### src/rtl/spcpu_mem_arbiter.sv
// spcpu_mem_arbiter: round-robin arbiter/sequencer sharing the
// single test-bench memory port between the CPU and a loader.
module spcpu_mem_arbiter #(
  parameter int ADDR_W = 16,
  parameter int DATA_W = 16
) (
  input  logic              tb_clk,
  input  logic              reset,
  input  logic              req0,
  input  logic [ADDR_W-1:0] addr0,
  input  logic              sz0,
  input  logic              we0,
  input  logic [DATA_W-1:0] wdata0,
  output logic              ack0,
  output logic              err0,
  output logic [DATA_W-1:0] rdata0,
  input  logic              req1,
  input  logic [ADDR_W-1:0] addr1,
  input  logic              sz1,
  input  logic              we1,
  input  logic [DATA_W-1:0] wdata1,
  output logic              ack1,
  output logic              err1,
  output logic [DATA_W-1:0] rdata1,
  output logic [ADDR_W-1:0] mem_addr,
  output logic              mem_sz,
  output logic              mem_we,
  output logic [DATA_W-1:0] mem_wdata,
  input  logic [DATA_W-1:0] mem_rdata,
  output logic              busy,
  output logic              grant_id
);

  typedef enum logic [1:0] {IDLE, ACCESS, RESP} state_t;

  state_t            state;
  logic              ptr;
  logic              cmd_sz;
  logic              cmd_we;
  logic              cmd_bad;
  logic              pick_ok;
  logic              pick;
  logic [ADDR_W-1:0] sel_addr;
  logic              sel_sz;
  logic              sel_we;
  logic              sel_bad;
  logic [DATA_W-1:0] sel_wdata;
  logic [DATA_W-1:0] rd_val;

  always_comb begin
    pick_ok = 1'b0;
    pick    = ptr;
    unique case (state)
      IDLE: begin
        pick_ok = req0 | req1;
        pick    = (req0 & req1) ? ptr : req1;
      end
      RESP: begin
        // served port still holds req here; only the other may chain
        pick    = ~grant_id;
        pick_ok = grant_id ? req0 : req1;
      end
      default: ;
    endcase
  end

  assign sel_addr  = pick ? addr1 : addr0;
  assign sel_sz    = pick ? sz1 : sz0;
  assign sel_we    = pick ? we1 : we0;
  assign sel_wdata = pick ? wdata1 : wdata0;
  assign sel_bad   = sel_sz & (sel_we | sel_addr[0]);

  assign rd_val = cmd_sz ? mem_rdata
                : {{(DATA_W-8){1'b0}}, mem_rdata[7:0]};

  assign busy = (state != IDLE);

  always_ff @(posedge tb_clk) begin
    if (reset) begin
      state     <= IDLE;
      ptr       <= 1'b0;
      grant_id  <= 1'b0;
      cmd_sz    <= 1'b1;
      cmd_we    <= 1'b0;
      cmd_bad   <= 1'b0;
      ack0      <= 1'b0;
      ack1      <= 1'b0;
      err0      <= 1'b0;
      err1      <= 1'b0;
      rdata0    <= '0;
      rdata1    <= '0;
      mem_addr  <= '0;
      mem_sz    <= 1'b1;
      mem_we    <= 1'b0;
      mem_wdata <= '0;
    end else begin
      ack0   <= 1'b0;
      ack1   <= 1'b0;
      err0   <= 1'b0;
      err1   <= 1'b0;
      mem_we <= 1'b0;
      if (state == RESP) begin
        ptr <= ~grant_id;
        if (cmd_bad) begin
          err0 <= ~grant_id;
          err1 <= grant_id;
        end else begin
          ack0 <= ~grant_id;
          ack1 <= grant_id;
          if (!cmd_we) begin
            if (grant_id) rdata1 <= rd_val;
            else          rdata0 <= rd_val;
          end
        end
      end
      if (state == ACCESS) begin
        state <= RESP;
      end else if (pick_ok) begin
        grant_id <= pick;
        cmd_sz   <= sel_sz;
        cmd_we   <= sel_we;
        cmd_bad  <= sel_bad;
        state    <= sel_bad ? RESP : ACCESS;
        if (!sel_bad) begin
          mem_addr  <= sel_addr;
          mem_sz    <= sel_sz;
          mem_wdata <= sel_wdata;
          mem_we    <= sel_we;
        end
      end else begin
        state <= IDLE;
      end
    end
  end

endmodule
### config.mk
export PLATFORM = sky130hd
export DESIGN_NAME = spcpu_mem_arbiter
export DESIGN_NICKNAME = d
export VERILOG_FILES = /design/src/rtl/spcpu_mem_arbiter.sv
export SDC_FILE = /design/constraint.sdc
export NUM_CORES = 1
export LEC_CHECK = 0
export CAP_MARGIN = 25
export CORE_MARGIN = 2
export CORE_UTILIZATION = 44
export CTS_BUF_LIST = sky130_fd_sc_hd__clkbuf_4 sky130_fd_sc_hd__clkbuf_8
export CTS_CLUSTER_DIAMETER = 50
export DETAILED_ROUTE_END_ITERATION = 10
export GPL_TIMING_DRIVEN = 0
export PLACE_DENSITY = 0.83
export REMOVE_ABC_BUFFERS = 1
export SETUP_SLACK_MARGIN = 0.02
export SLEW_MARGIN = 20
export SYNTH_ARGS = -nofsm -noshare
export SYNTH_HDL_FRONTEND = slang
export SYNTH_SLANG_ARGS = --single-unit
### constraint.sdc
create_clock -name tb_clk -period 2.22 [get_ports tb_clk]
set_input_delay 0.444 -clock tb_clk [delete_from_list [all_inputs] [get_ports tb_clk]]
set_output_delay 0.444 -clock tb_clk [all_outputs]
set_load 0.1 [all_outputs]
# Word-level counts from Yosys, hierarchy flattened
# Index checks and enable logic that the tools add are counted.
[classes]
bitwise_logic = 11
n_eq_ne = 2
muxes = 12
reduce_logical = 10
[op_table]
columns = ["operator", "count"]
rows = [
  ["$mux W16", 3],
  ["$reduce_or A3 Y1", 3],
  ["$reduce_and A4 Y1", 2],
  ["$not A1 Y1", 7],
  ["$mux W2", 3],
  ["$mux W1", 4],
  ["$pmux W1 S2", 2],
  ["$reduce_or A4 Y1", 1],
  ["$reduce_and A3 Y1", 1],
  ["$and A1 B1 Y1", 2],
  ["$eq A2 B1 Y1 const B", 1],
  ["$eq A2 B2 Y1 const B", 1],
  ["$logic_not A2 Y1", 1],
  ["$or A1 B1 Y1", 2],
  ["$reduce_and A2 Y1", 1],
  ["$reduce_bool A2 Y1", 1],
]
[word_totals]
ff_bits = 77
inputBits = 88

# Longest topological paths before layout
# Gate-level depths: netlist (run 1).
[depth]
depth_word = 9
depth_mapped = 8

# Least setup slack after synthesis (run 1)
# Ideal clock, no wire load.
[synth_path]
path_type = "register to register"
startpoint = "register grant_id"
endpoint = "register mem_wdata[10]"
t_required_ps = 2068
arrival_time_ps = 2105
synth_period_minus_slack_ps = 2257
setup_time_ps = 152
path_stages_with_launch = 7
setup_slack_ps = -37
cell_sequence = "dfxtp_1 nand2_1 a21oi_4 nor2_4 buf_6 o31ai_1 a221oi_2"
[synth_between]
elab_chain_len = 7
word_cells_on_any_way = 12
classes_between = "mux: 7; bitwise: 4; reduce/logical: 1"
[synth_rtl]
columns = ["item", "line_no", "text"]
rows = [
  ["start, declared", "31", "output logic grant_id"],
  ["start signal, assigned", "119", "grant_id <= pick;"],
  ["$not A1 Y1 (no source line)", "--", ""],
  ["$pmux W1 S2", "53", "unique case (state)"],
  ["$mux W1 / $mux W16 (equally long branches)", "69, 67", ""],
  ["$or A1 B1 Y1", "71", "assign sel_bad = sel_sz & (sel_we | sel_addr[0]);"],
  ["$and A1 B1 Y1", "71", ""],
  ["$not A1 Y1 (no source line)", "--", ""],
  ["$reduce_and A3 Y1 (no source line)", "--", ""],
  ["end signal, assigned", "127", "mem_wdata <= sel_wdata;"],
  ["end, declared", "28", "output logic [DATA_W-1:0] mem_wdata,"],
]
# Parallel ways exist; a longest one is shown, timed or not.
# A chain may end at the register's enable or synchronous reset.

# Final worst setup path (run 1)
[layout_path]
startpoint = "input port addr0[0]"
endpoint = "register mem_addr[10]"
[layout_between]
elab_chain_len = 5
[layout_rtl]
columns = ["item", "line_no", "text"]
rows = [
  ["start, declared", "10", "input logic [ADDR_W-1:0] addr0,"],
  ["$mux W16", "67", "assign sel_addr = pick ? addr1 : addr0;"],
  ["$or A1 B1 Y1", "71", ""],
  ["$and A1 B1 Y1", "71", ""],
  ["$not A1 Y1 (no source line)", "--", ""],
  ["$reduce_and A3 Y1 (no source line)", "--", ""],
  ["end signal, assigned", "125", "mem_addr <= sel_addr;"],
  ["end, declared", "25", "output logic [ADDR_W-1:0] mem_addr,"],
]
# No other way between the ends.

==> flow_summary.ini, run 1 <==
[yosys]
yosys_most_used_dff = dfxtp_1
seq_area_frac_synth = 0.420
async_reset_ff_frac = 0
yosys_warnings = 0
syn_area_um2 = 3670
ys_ff_latch = 77
syn_area_per_cell_um2 = 9.31
synth_cells = 394
ys_types = 45
synth_edf_count = 0

[drt]
ant_nets = 0
drt_iter0_markers = 192
dr_total_vias = 3695
routed_via_density = 5.69
wl_per_cell_um = 18.3
drc_errors = 0
drt-total-wl_um = 11800
firstDrtPassIters = 4

[floorplanning]
ios = 160
num_rows = 33
die_h_um = 95.3
dieWidth_um = 95.3
coreArea_um2 = 8130
initial_utilization = 0.451
dieArea_um2 = 9080

[grt]
grt_max_degree = 42
grt_pass1_vias = 3754
grt_pass1_wl_um = 18400
grt.overflow.total = 0
grt_use_total = 0.264
antenna_found_initial = 0

[flow_run]
maxCapViolations = 0

[clock_network]
numCtsBuffers = 9
cts_sinks = 77
path_clk_slew_ns = 0.08
ctsHoldBuffers = 0
insertion_delay_ns = 0.34
h-tree-depth = 3
cts-root-buf = clkbuf_8
cts_tree = built
clockBufferDepth = 2

[pwr]
peakVddDrop_v = 0.000549
p_total_uw = 5430
leakagePower_uw = 0.00222
power.density_nw_per_um2 = 984

[critical_path]
worstSetupStartpoint = addr0[0]
cp-end-kind = flop
worst-path-max-fanout = 33
critPathLaunchType = input pin
cp_num_cells = 6
cp.arrival_ns = 2.32
crit_buf_inv = 2
cp.required_ns = 2.42
path_class = input pin to flop
max_stage_delay_ns = 0.62
r2r_cells = 8
r2r_start = grant_id$_SDFFE_PP0P_
timing.rr.end = mem_addr[7]$_SDFFE_PP0P_
cpMaxStageDelayCell = o21a_2
regToRegSetupSlack_ns = 0.19
crit_path_cell_trace = clkdlybuf4s50_1, o21a_2, o21ai_2, nand3_4, buf_12, a221oi_1
crit_path_end = mem_addr[10]$_SDFFE_PP0P_
path_delay_family = compound AO/OA/AOI/OAI gates

[timing]
clock_skew_ns = 0.00876
period_needed_ns = 2.12
fin_crit_sh = 0.955
fmaxAchievable_mhz = 472
slew_violations = 0
slew_headroom = 0.324
finalHoldViolations = 0
setup_viol = 0
tightest_slew_ns = 1.02
rsz0062_at_grt = false

[final_layout]
syn2layout_area_growth_pct = 50.4
nets = 627
final_common_cell = clkdlybuf4s50_1
final_util = 0.678
drive_gt1_frac = 0.147
final_cell_mix = 86 x clkdlybuf4s50_1, 75 x dfxtp_1, 70 x dlygate4sd2_1
n_fill_cell = 645
num_antenna_cells = 0

[place]
hpwl_um = 7450
numPortBuffers = 159
place.gp.congestion = 0.776

[min_path]
hp-start = rdata0[15]$_SDFFE_PP0P_
hp-class = flop to flop

[status]
status = finished clean
power breakdown:
part | switching [uW] | internal, uW
clock | 505 | 802
combinational | 1780 | 666
sequential | 124 | 1550
total | 2410 | 3010
Yosys cell counts, types with 3 or more instances:
| cell | count | area share |
|---|---|---|
| o31ai_1 | 32 | 0.065 |
| a21oi_1 | 35 | 0.048 |
| nand2_1 | 51 | 0.052 |
| buf_2 | 8 | 0.011 |
| clkbuf_1 | 15 | 0.015 |
| buf_4 | 5 | 0.010 |
| buf_6 | 10 | 0.031 |
| a221oi_1 | 5 | 0.012 |
| nand3_1 | 17 | 0.023 |
| inv_1 | 33 | 0.034 |
| a221oi_2 | 27 | 0.11 |
| or4_1 | 32 | 0.065 |
| dfxtp_1 | 77 | 0.42 |
| nor2_1 | 7 | 0.0072 |
| nand2b_1 | 3 | 0.0051 |
cell families (layout without fill, tap and decap cells):
kind of cell / Yosys count / after routing / share of synthesized area
AOI/OAI and AO/OA: 114 / 115 / 0.269
buffers and inverters: 73 / 220 / 0.103
DFF: 77 / 77 / 0.420
muxes: 2 / 2 / 0.00546
and+or+nand+nor: 128 / 130 / 0.202
routing by layer:
layer / vias up / wire length, um / track usage
li1: 1749 / - / -
met2: 161 / 6120 / 0.460
met3: 28 / 773 / 0.0395
met1: 1757 / 4620 / 0.315
met5: - / 0 / 0
met4: 0 / 331 / 0.129
worst reg2reg max path, cell delays in order, from the launching register on:
cell	delay (ns)
dfxtp_2	0.49
nand2_2	0.20
a21oi_1	0.29
nor3_4	0.08
buf_12	0.15
buf_4	0.16
buf_8	0.15
buf_8	0.16
a221oi_1	0.26
layout make-up:
| class | count | area [um2] | area share |
|---|---|---|---|
| Tap cell | 105 | 131 | 0.0238 |
| Sequential cell | 77 | 1540 | 0.280 |
| Clock buffer | 12 | 153 | 0.0277 |
| Multi-Input combinational cell | 247 | 1810 | 0.328 |
| Timing Repair Buffer | 171 | 1660 | 0.301 |
| Clock inverter | 4 | 95.1 | 0.0172 |
| Inverter | 33 | 124 | 0.0225 |
metrics by stage:
step | hold WS, ns | TNS, ns | area (um2) | cells | worst slack (ns)
after floorplan | 0.464 | -67.73 | 3410 | 354 | -1.82
final | 0.452 | 0 | 5520 | 649 | 0.101
after global placement | 0.442 | -133.01 | 5140 | 618 | -2.30
after detailed placement | 0.448 | -24.38 | 5200 | 622 | -0.722
after CTS | 0.456 | 0 | 5440 | 645 | 0.0237
after global routing | 0.476 | 0 | 5520 | 649 | 0.0179
worst min path at each step:
stage	to	slack, ns	cells after the start
final	rdata0[15]$_SDFFE_PP0P_	0.45	2
after CTS	rdata0[15]$_SDFFE_PP0P_	0.46	2
after global routing	rdata0[3]$_SDFFE_PP0P_	0.48	2
after floorplan	ptr$_SDFFE_PP0N_	0.46	2
after detailed placement	rdata0[15]$_SDFFE_PP0P_	0.45	2
after global placement	rdata0[11]$_SDFFE_PP0P_	0.44	2
timing repair:
item	CTS	global route
setup endpoints to repair	108	40
buffers inserted	4	4
endpoints found under the hold margin	0	0
gates cloned	3	0
gates resized for setup	78	9
pin swaps	4	2
sequential cells by signal (all words and copies together) (netlist names):
| name | flops |
|---|---|
| mem_we | 1 |
| err0 | 1 |
| ack0 | 1 |
| err1 | 1 |
| mem_addr | 16 |
| state | 2 |
| ack1 | 1 |
| mem_wdata | 16 |
| mem_sz | 1 |
| ptr | 1 |
| cmd_we | 1 |
| cmd_bad | 1 |
| grant_id | 1 |
| rdata0 | 16 |
| rdata1 | 16 |
| cmd_sz | 1 |
Power figures use the tool's default switching activity.
==> inputs of run 2 (changes only) <==
--- a/config.mk
+++ b/config.mk
@@ -12,7 +12,7 @@
 export CTS_CLUSTER_DIAMETER = 50
 export DETAILED_ROUTE_END_ITERATION = 10
 export GPL_TIMING_DRIVEN = 0
-export PLACE_DENSITY = 0.83
+export PLACE_DENSITY_LB_ADDON = 0.2
 export REMOVE_ABC_BUFFERS = 1
 export SETUP_SLACK_MARGIN = 0.02
 export SLEW_MARGIN = 20
==> run 2 against run 1 <==
Net effect:
- power shrank 1.2%
- setup slack lost 0.0080 ns
- fmax shrank 0.38%
- clock power shrank 8%
- critical path type unchanged
- largest power group unchanged
==> flow_summary.ini, run 2 (synthesis gave the netlist of run 1 again) <==
[grt]
grt.overflow.total = 0
grt_pass1_wl_um = 18300
grt_pass1_vias = 3436
antenna_found_initial = 0
grt_max_degree = 60
grt_use_total = 0.264

[pwr]
power.density_nw_per_um2 = 966
leakagePower_uw = 0.00223
peakVddDrop_v = 0.000490

[timing]
fin_ws_ns = 0.0929
slew_violations = 0
period_needed_ns = 2.13
tightest_slew_ns = 1.03
fmaxAchievable_mhz = 470
rsz0062_at_grt = false
fin_crit_sh = 0.958
finalHoldViolations = 0
fin_setup_tns_ns = 0
clock_skew_ns = 0.0118
slew_headroom = 0.314
setup_viol = 0

[clock_network]
clockBufferDepth = 2
insertion_delay_ns = 0.35
path_clk_slew_ns = 0.09
cts_tree = built
numCtsBuffers = 9
ctsHoldBuffers = 0
cts_sinks = 77
h-tree-depth = 3
cts-root-buf = clkbuf_8

[min_path]
hp-class = input pin to flop

[drt]
routed_via_density = 5.65
drt_iter0_markers = 182
dr_total_vias = 3699
drt-total-wl_um = 12400
firstDrtPassIters = 7
ant_nets = 0
wl_per_cell_um = 18.9
drc_errors = 0

[final_layout]
nets = 633
num_antenna_cells = 0
seqCellArea_um2 = 1540
final_common_cell = clkdlybuf4s50_1
drive_gt1_frac = 0.151
final_cell_mix = 86 x clkdlybuf4s50_1, 75 x dfxtp_1, 70 x dlygate4sd2_1
final_util = 0.682
multi_input_area_um2 = 1830
n_fill_cell = 696
syn2layout_area_growth_pct = 51.2

[status]
status = finished clean

[floorplanning]
die_h_um = 95.3
coreArea_um2 = 8130
dieWidth_um = 95.3
num_rows = 33
initial_utilization = 0.451
dieArea_um2 = 9080
ios = 160

[critical_path]
cp.required_ns = 2.45
crit_path_cell_trace = clkdlybuf4s50_1, o21a_2, o21ai_4, nand3_4, buf_4, a221oi_1
cp-end-kind = flop
path_delay_family = compound AO/OA/AOI/OAI gates
worst-path-max-fanout = 33
max_stage_delay_ns = 0.67
cp.arrival_ns = 2.35
crit_buf_inv = 2
cpMaxStageDelayCell = o21a_2
path_class = input pin to flop
critPathLaunchType = input pin

[place]
dpl_worst_slack_ns = -0.761
hpwl_um = 7420
numPortBuffers = 159
place.gp.congestion = 0.763

[flow_run]
maxCapViolations = 0
-- run 2: cell count changes in the layout (fill, tap and decap cells not counted), sizes merged --
cell and change:
o21ba +1, clkinvlp +1, buf +5, clkdlybuf4s15 +1, bufinv -1, inv +2, clkbuf -3
-- run 2: per-layer routing --
layer,vias to the layer above,share of wire,track usage
li1,1767,-,-
met1,1771,0.43,0.340
met2,142,0.49,0.437
met3,19,0.066,0.0474
met4,0,0.019,0.103
met5,-,0,0
-- run 2: final timing paths --
kind                                                  to                     from  slack [ns]  depth (start not counted)
worst max-delay path            mem_addr[6]$_SDFFE_PP0P_                      we0        0.09                          6
worst max register to register  mem_addr[6]$_SDFFE_PP0P_    grant_id$_SDFFE_PP0P_        0.24                          7
worst min-delay path              rdata1[5]$_SDFFE_PP0P_                    reset        0.45                          2
worst min register to register   rdata1[14]$_SDFFE_PP0P_  rdata1[14]$_SDFFE_PP0P_        0.45                          2
-- run 2: layout make-up --
cell class | instances | share of cell area
Multi-Input combinational cell | 248 | 0.329
Clock inverter | 6 | 0.0169
Tap cell | 105 | 0.0237
Timing Repair Buffer | 176 | 0.306
Clock buffer | 10 | 0.0237
Sequential cell | 77 | 0.278
Inverter | 33 | 0.0223
-- run 2: report_power, final --
part	switching (uW)	internal, uW
Clock	539	656
Sequential	122	1550
Combinational	1810	690
-- run 2: repair_timing --
action	4_1_cts	5_1_grt
resized for setup	84	2
endpoints found under the hold margin	0	0
cloned	3	1
buffers inserted	3	10
setup endpoints to repair	109	37
pin swaps	3	0
-- run 2: metrics by stage --
| step | total power [uW] | cell area [um2] | std cells | hold WS [ns] |
|---|---|---|---|---|
| 2_1_floorplan | 3400 | 3410 | 354 | 0.464 |
| 5_1_grt | 5560 | 5550 | 655 | 0.453 |
| 4_1_cts | 5270 | 5430 | 644 | 0.450 |
| 3_3_place_gp | 4040 | 5140 | 618 | 0.442 |
| 3_5_place_dp | 4100 | 5210 | 622 | 0.445 |
| 6_report | 5360 | 5550 | 655 | 0.453 |
==> inputs of run 3 (changes only) <==
--- a/config.mk
+++ b/config.mk
@@ -15,7 +15,6 @@
 export PLACE_DENSITY_LB_ADDON = 0.2
 export REMOVE_ABC_BUFFERS = 1
 export SETUP_SLACK_MARGIN = 0.02
-export SLEW_MARGIN = 20
 export SYNTH_ARGS = -nofsm -noshare
 export SYNTH_HDL_FRONTEND = slang
 export SYNTH_SLANG_ARGS = --single-unit
==> run 3 against run 2 <==
Net effect:
- sequential share of layout area grew 0.26 points
- register-to-register slack lost 0.06 ns
- global-route usage shrank 1.3 points
- clock power shrank 11%
- power shrank 3.4%
- combinational power shrank 2%
- largest power group unchanged
- highest routed layer unchanged
==> flow_summary.ini, run 3 (synthesis gave the netlist of run 1 again) <==
[clock_network]
clockBufferDepth = 2
insertion_delay_ns = 0.36
path_clk_slew_ns = 0.08
cts-root-buf = clkbuf_8
cts_sinks = 77
cts_tree = built
h-tree-depth = 3
ctsHoldBuffers = 0
numCtsBuffers = 9

[critical_path]
cp.arrival_ns = 2.32
critPathLaunchType = input pin
worst-path-max-fanout = 18
path_class = input pin to flop
cp-end-kind = flop
cp.required_ns = 2.40

[final_layout]
syn2layout_area_growth_pct = 49.7
final_util = 0.675
final_cell_mix = 86 x clkdlybuf4s50_1, 76 x dfxtp_1, 70 x dlygate4sd2_1
final_common_cell = clkdlybuf4s50_1
nets = 628
n_fill_cell = 689
num_antenna_cells = 0
drive_gt1_frac = 0.142

[status]
status = finished clean

[timing]
slew_violations = 0
clock_skew_ns = 0.00876
finalHoldViolations = 0
period_needed_ns = 2.14
tightest_slew_ns = 1.01
slew_headroom = 0.332
setup_viol = 0
fin_crit_sh = 0.963
fmaxAchievable_mhz = 468
rsz0062_at_grt = true

[grt]
grt.overflow.total = 0
grt_max_degree = 77
antenna_found_initial = 0
grt_use_total = 0.251
grt_pass1_vias = 3324
grt_pass1_wl_um = 17500

[floorplanning]
ios = 160
initial_utilization = 0.451
die_h_um = 95.3
dieWidth_um = 95.3
coreArea_um2 = 8130
dieArea_um2 = 9080
num_rows = 33

[drt]
drt_iter0_markers = 151
wl_per_cell_um = 17.6
routed_via_density = 5.52
dr_total_vias = 3585
drt-total-wl_um = 11400
ant_nets = 0
drc_errors = 0
firstDrtPassIters = 4

[place]
hpwl_um = 7240
place.gp.congestion = 0.763
numPortBuffers = 159

[min_path]
hp-class = flop to flop

[pwr]
power.density_nw_per_um2 = 942
peakVddDrop_v = 0.000478
p_total_uw = 5180
leakagePower_uw = 0.00220

[flow_run]
maxCapViolations = 0
-- run 3: report_power, final --
part	total [uW]	switching, uW	internal (uW)	leakage [uW]
Combinational	2450	1770	681	0.00147
Sequential	1660	115	1550	0.000631
Clock	1070	522	548	0.0000987
Total	5180	2400	2770	0.00220
-- run 3: cell type report --
cell class                 instances  area, um2  share of cell area
clock inverter                     5       60.1              0.0109
timing repair buffer             172       1690               0.307
inverter                          33        124              0.0226
clock buffer                      10        138              0.0251
sequential                        77       1540               0.281
tap                              105        131              0.0239
multi-input combinational        247       1810               0.330
-- run 3: worst paths after layout --
check,slack [ns],end,from,cells after the start
worst max register to register,0.18,mem_sz$_SDFFE_PP1P_,grant_id$_SDFFE_PP0P_,7
worst min-delay path,0.45,rdata1[14]$_SDFFE_PP0P_,rdata1[14]$_SDFFE_PP0P_,2
worst min register to register,0.45,rdata1[14]$_SDFFE_PP0P_,rdata1[14]$_SDFFE_PP0P_,2
worst max-delay path,0.08,mem_addr[6]$_SDFFE_PP0P_,we0,6
-- run 3: critical path: stages --
cell	delay, ns
clkdlybuf4s50_1	0.53
o21a_1	0.64
o21ai_2	0.27
nand3_4	0.14
buf_12	0.17
a221oi_1	0.10
-- run 3: layer usage --
metal,GRT usage,part of all wire
met4,0.0882,0.017
met5,0,0
met1,0.316,0.43
met2,0.422,0.49
met3,0.0561,0.067
-- run 3: timing repair --
action	in CTS	in global routing
gates resized for setup	80	5
pin swaps	4	2
setup endpoints to repair	108	50
setup buffers	5	5
cloned	3	0
-- run 3: per-stage QoR --
step | instance area [um2] | hold slack, ns | worst slack (ns) | instances | TNS, ns
after detailed placement | 5200 | 0.445 | -0.859 | 621 | -30.51
after CTS | 5410 | 0.455 | 0.0394 | 644 | 0
after floorplan | 3410 | 0.464 | -1.82 | 354 | -67.73
after global placement | 5140 | 0.442 | -2.38 | 618 | -137.30
after global routing | 5490 | 0.470 | 0.00985 | 649 | 0
final | 5490 | 0.453 | 0.0828 | 649 | 0
